--- src/rtl/ctr_array_param.sv ---
`default_nettype none
// ============================================================================
// Module      : ctr_array_param
// Description : Per-set replacement counter array. One CTR_W-bit counter per
//               set is reloaded to max on fill (and on hit in LRU mode),
//               decremented with saturation at zero when another way fills
//               the same set, and cleared by a sequenced flush sweep.
// Revision    : 1.0 - initial release
// ============================================================================
module ctr_array_param #(
  parameter int NUM_SETS = 4,
  parameter int IDX_W    = 2,
  parameter int CTR_W    = 3,
  parameter int LRU_MODE = 0
) (
  input  logic             clk,
  input  logic             reset,
  input  logic [IDX_W-1:0] index,
  input  logic             fill,
  input  logic             dec,
  input  logic             hit,
  input  logic             flush_req,
  output logic [CTR_W-1:0] ctr_out,
  output logic             ctr_zero,
  output logic             busy,
  output logic             flush_done
);

  localparam logic [CTR_W-1:0] C_CTR_MAX  = '1;
  localparam logic [IDX_W-1:0] C_LAST_PTR = IDX_W'(NUM_SETS - 1);

  typedef enum logic [0:0] {
    S_IDLE  = 1'b0,
    S_SWEEP = 1'b1
  } state_t;

  state_t           state_q, state_d;
  logic [IDX_W-1:0] ptr_q, ptr_d;
  logic             busy_q, busy_d;
  logic             flush_done_q, flush_done_d;
  logic [CTR_W-1:0] ctr_q [NUM_SETS];
  logic [CTR_W-1:0] ctr_d [NUM_SETS];
  logic             reload;

  // A hit only refreshes the counter when the array tracks recency (LRU).
  assign reload = fill | ((LRU_MODE != 0) & hit);

  // Flush sweep sequencer: walks ptr over every set once, then pulses done.
  always_comb begin
    state_d      = state_q;
    ptr_d        = ptr_q;
    busy_d       = busy_q;
    flush_done_d = 1'b0;
    case (state_q)
      S_IDLE: begin
        if (flush_req) begin
          state_d = S_SWEEP;
          ptr_d   = '0;
          busy_d  = 1'b1;
        end
      end
      S_SWEEP: begin
        if (ptr_q == C_LAST_PTR) begin
          state_d      = S_IDLE;
          ptr_d        = '0;
          busy_d       = 1'b0;
          flush_done_d = 1'b1;
        end else begin
          ptr_d = ptr_q + IDX_W'(1);
        end
      end
      default: begin
        state_d = S_IDLE;
        ptr_d   = '0;
        busy_d  = 1'b0;
      end
    endcase
  end

  // Counter next-state: sweep clears ptr's set; otherwise only the addressed
  // set moves. Out-of-range indices match no set, so they update nothing.
  always_comb begin
    for (int i = 0; i < NUM_SETS; i++) begin
      ctr_d[i] = ctr_q[i];
      if (busy_q) begin
        if (ptr_q == IDX_W'(i)) begin
          ctr_d[i] = '0;
        end
      end else if (index == IDX_W'(i)) begin
        if (reload) begin
          ctr_d[i] = C_CTR_MAX;
        end else if (dec && (ctr_q[i] != '0)) begin
          ctr_d[i] = ctr_q[i] - CTR_W'(1);
        end
      end
    end
  end

  // State and counter registers; reset abandons any sweep in flight.
  always_ff @(posedge clk or posedge reset) begin
    if (reset) begin
      state_q      <= S_IDLE;
      ptr_q        <= '0;
      busy_q       <= 1'b0;
      flush_done_q <= 1'b0;
      for (int i = 0; i < NUM_SETS; i++) begin
        ctr_q[i] <= '0;
      end
    end else begin
      state_q      <= state_d;
      ptr_q        <= ptr_d;
      busy_q       <= busy_d;
      flush_done_q <= flush_done_d;
      for (int i = 0; i < NUM_SETS; i++) begin
        ctr_q[i] <= ctr_d[i];
      end
    end
  end

  // Combinational read of the addressed counter; unmapped indices read 0.
  always_comb begin
    ctr_out = '0;
    for (int i = 0; i < NUM_SETS; i++) begin
      if (index == IDX_W'(i)) begin
        ctr_out = ctr_q[i];
      end
    end
  end

  assign ctr_zero   = (ctr_out == '0);
  assign busy       = busy_q;
  assign flush_done = flush_done_q;

endmodule
`default_nettype wire

--- config.mk ---
export PLATFORM = sky130hd
export DESIGN_NAME = ctr_array_param
export DESIGN_NICKNAME = d
export VERILOG_FILES = /design/src/rtl/ctr_array_param.sv
export SDC_FILE = /design/constraint.sdc
export NUM_CORES = 1
export LEC_CHECK = 0
export CAP_MARGIN = 0
export CORE_ASPECT_RATIO = 1.1
export CORE_MARGIN = 3
export CORE_UTILIZATION = 59
export DETAILED_ROUTE_END_ITERATION = 10
export HOLD_SLACK_MARGIN = 0.05
export PLACE_DENSITY = 0.9
export SYNTH_ARGS = -nofsm -noshare
export SYNTH_HDL_FRONTEND = slang
export SYNTH_SLANG_ARGS = --single-unit
--- constraint.sdc ---
create_clock -name clk -period 2.6 [get_ports clk]
set_input_delay 0.52 -clock clk [delete_from_list [all_inputs] [get_ports clk]]
set_output_delay 0.52 -clock clk [all_outputs]
set_load 0.02 [all_outputs]
---- Yosys cells after proc, flatten, opt, wreduce, memory -nomap -nowiden ----
Index checks and enable logic that the tools add are counted.
Widths: inputs -> output; s select.
storage, ports and cells
  register bits after elaboration ......... 17
  input port bits ......................... 8
  output and inout bits ................... 6
  word-level logic and storage cells ...... 85
operators by class
  add/subtract/negate cells ............... 5
  equality and inequality tests ........... 12
  mux-type cells .......................... 35
  bitwise gates (word level) .............. 1
  reduce and logical (&&, ||, !) cells .... 24
operators with widths
  cell                 number
  $mux 3               24
  $reduce_bool 3->1    8
  $reduce_and 3->1     4
  $sub 3x1->3 const B  4
  $ne 2x1->1 const B   5
  $eq 2x2->1 const B   4
  $reduce_bool 2->1    4
  $mux 1               6
  $eq 2x1->1 const B   2
  $logic_and 1x1->1    4
  $logic_not 2->1      2
  $mux 2               2
  $pmux 1 s2           2
  $pmux 2 s2           1
  $logic_not 3->1      1
  $add 2x1->2 const B  1
  $ne 2x2->1 const B   1
  $reduce_and 2->1     1
  $not 1->1            1

---- Logic depth before layout (Yosys ltp) ----
  depth after elaboration ................. 6
  mapped depth ............................ 6
  depth with buffers taken out ............ 6

---- Least setup slack after synthesis ----
No wires, ideal clock.
  path type ............................... in2out
  start point ............................. in index[0]
  end point ............................... out ctr_zero
  data arrival time ....................... 1597 ps
  data required time ...................... 2080 ps
  path slack .............................. 483 ps
  stages .................................. 3
  path buffers ............................ 1
  path through ............................ buf_6 > mux4_2 > nor3_2
on the way
  cells in the longest elaborated chain, start to end .. 6
  elaborated cells on any way between the ends .. 9
  those cells by class .................... eq/ne (3); mux (4); reduce/logical (2)
RTL lines
  what                 RTL line  text
  start, declared      18        input logic [IDX_W-1:0] index,
  $logic_not 2->1      124       if (index == IDX_W'(i)) begin
  $mux 3 (3 in a row)  124
  $mux 3 (*)           124
  via ctr_out[0]       23        output logic [CTR_W-1:0] ctr_out,
  $logic_not 3->1 (*)  130       assign ctr_zero = (ctr_out == '0);
  end, declared        24        output logic ctr_zero,
The timed path passes the listed nets; every way through them passes the cells marked *.

---- Final worst setup path ----
  start point ............................. in index[0]
  end point ............................... out ctr_zero
on the way
  cells in the longest elaborated chain, start to end .. 6
  elaborated cells on any way between the ends .. 9
  those cells by class .................... eq/ne (3); mux (4); reduce/logical (2)
RTL lines
  what                 RTL line
  $logic_not 2->1      124
  $mux 3 (3 in a row)  124
  $mux 3 (*)           124
  $logic_not 3->1 (*)  130
Mark *: on every way between the ends. The rest lies on a longest branch, timed or not.

==> qor.csv <==
metric,value,unit
globalRouteMet2Util,0.3846,
core_area,0.001842,sq mm
critPathLaunch,index[0],
vias_per_cell,5.639,
grt_pass1_vias,885,
timing_worst_slew_pin_value,0.6397,ns
gpl.final_weighted_congestion,0.7534,
syn-cell-area,0.001189,sq mm
drt_first_iter_violations,10,
max_cap_viol_count,0,
worstSetupEndpoint,ctr_zero,
comb_power_share,0.553,
clockPowerShare,0.093,
p_sw_frac,0.4259,
grt_busiest_layer,met2,
path_class,in2out,
yosys.area.top_type_share,0.3579,
outcome,finished clean,
finalWorstPathRequiredPeriod,2.458,ns
die_y,53.08,um
grt_overflow_total,0,
grt.total_usage,0.2009,
cp_endpoint_kind,primary output,
final_worst_path_period_share,0.9453,
arrival,1.94,ns
ys.warnings.count,0,
critPathMostFrequentCell,dlygate4sd2_1,
synth-seq-area-share,0.3579,
critical_path_peak_fanout,4,
net-switching-power,617.9,uW
timing.rr.start,busy,
synth_seq_cells,17,
die-area,0.002590,sq mm
cts_setup_buffers,0,
antenna_cells,0,
worst_case_headroom_to_the_max_slew_limit,0.5731,
cp.required,2.08,ns
drv_slew,0,
max-clock-path-buffers,2,
antenna_found_initial,0,
clock-skew-final,0.007117,ns
layout.cells.most_common_list,"inv_1 (19), dfrtp_1 (17), ha_1 (12)",
routed_wire_length_per_instance,13.85,um
cts_inserted_buffers,3,
crit_slowest_cell,mux4_2,
firstDrtPassIters,4,
finalNetCount,152,
final_layout_size_suffix_gt1_frac,0.1756,
first_pass_grt_wire_length,3.884,mm
max_clock_freq,406.9,MHz
regToRegSetupSlack,0.87,ns
worst_path_largest_cell_delay,0.56,ns
worstRegToRegCells,5,
clock_tree_from_tritoncts,yes,
floorplan.die.width,48.80,um
sequentialPowerShare,0.354,
drc,0,
largest_area_contributor_in_the_synthesized_netlist,dfrtp_1,
cts-root-buf,clkbuf_4,
detailedPlacementHpwl,1.765,mm
hold_class,reg2reg,
start_kind,input port,
worstReg2RegEnd,ctr_q[7],
yosys-top-cells-area,"dfrtp_1 (36%), ha_1 (13%), inv_1 (6.0%), mux4_2 (5.7%), a21oi_1 (4.2%)",
detailroute.via_count,891,
drt-total-wl,2.188,mm
rsz_0062_raised_after_global_routing,false,
numClockSinks,17,
power.density,1073,mW/mm^2
hold_viol,0,
finish.utilization,0.7344,
most_frequent_standard_cell_in_the_layout_excluding_fill_and_tap_cells,inv_1,
cp_cell_sequence,"dlygate4sd2_1, mux4_2, nor3_2, dlygate4sd2_1",
clkSlewWorstSetupHoldPaths,0.08,ns
io_buffer_count,12,
use_met1,0.2260,
synth_area_per_cell,10.25,sq um
synth_cells,116,
floorplan.initialDensity,0.6454,
finalSetupTns,0,ns
synthToLayoutAreaGrowth,13.79,%
pin_count_of_the_biggest_net_entering_global_routing,18,
synth.net_count,136,
power.internal,832.9,uW
ant_nets,0,
setup_viol_count_final,0,
placementRows,16,
cts.htree.levels,1,
yosysUniqueCellTypes,27,
gr_util_met3,0.01972,
io_pins,14,
power_leakage,0.6525,nW
ir_drop,0.0006925,V
insertion_delay,0.28,ns
==> per-stage QoR <==
step	total power, mW	std cells	worst slack (ns)	instance area [sq um]	hold slack [ns]
after global routing	1.591	158	0.08103	1353	0.5623
after global placement	1.294	154	-0.3861	1333	0.5146
after detailed placement	1.343	154	-0.4164	1333	0.5079
final	1.451	158	0.1423	1353	0.5222
after CTS	1.457	158	0.1355	1353	0.5274
after floorplan	1.113	116	0.4835	1189	0.4461
==> cells in the mapped netlist, drive strengths merged <==
library cell,n
mux2,6
nor3b,2
a2bb2oi,3
mux2i,3
buf,4
o22ai,2
a31o,3
nor2b,5
and2,1
mux4,3
nand4,1
dfrtp,17
a21oi,15
o21ai,8
ha,12
nor2,2
o31ai,1
nor3,2
nand2b,1
nand2,6
inv,19
==> how the worst min path moves through the flow <==
stage,cells after the start,to,startpoint
after floorplan,1,busy,reset
after global placement,1,ctr_q[10],ctr_q[10]
after detailed placement,1,ctr_q[10],ctr_q[10]
after CTS,1,ctr_q[10],ctr_q[10]
after global routing,1,ctr_q[10],ctr_q[10]
final,1,ctr_q[10],ctr_q[10]
==> area by class of cell <==
class                   count  area, sq um
repair buffers             15        136.4
flip-flops and latches     17        425.4
fillers                   138        489.2
well taps                  27        33.78
multi-input cells          76        659.4
clock buffers               4        26.28
inverters                  19        71.32
==> power groups by stage <==
stage | Combinational, mW | Sequential (mW) | Clock [mW]
6_report | 0.802 | 0.514 | 0.135
5_1_grt | 0.904 | 0.536 | 0.151
4_1_cts | 0.806 | 0.512 | 0.138
3_5_place_dp | 0.826 | 0.517 | 0
3_3_place_gp | 0.785 | 0.509 | 0
2_1_floorplan | 0.635 | 0.479 | 0
==> repair_timing <==
item / in CTS / in global routing
hold buffers: 0 / 0
resized for setup: 5 / 0
endpoints found under the setup margin: 4 / 0
==> layer usage <==
metal,part of all wire,vias to the layer above
li1,-,433
met1,0.44,432
met4,0.017,0
met2,0.51,21
met5,0,-
met3,0.031,5
==> critical path: cells and delay by family <==
| kind | cells | cell delay [ns] |
|---|---|---|
| buf+inv | 2 | 0.69 |
| mux | 1 | 0.56 |
| simple gates | 1 | 0.17 |
==> logic make-up (layout without fill, tap and decap cells) <==
logic type      count (synthesis)  after routing  share of synthesized area
compound gates                 32             32                     0.1800
flops                          17             17                     0.3579
simple gates                   20             20                     0.1032
fa+ha+maj                      12             12                     0.1263
buf+inv                        23             38                    0.08737
mux                            12             12                     0.1453
==> flip-flops by register name, indices dropped and copies added, names as in the netlist <==
name / count
busy: 1
ctr_q: 12
flush_done: 1
ptr_q: 2
state_q: 1
(Power assumes the default switching activity.)
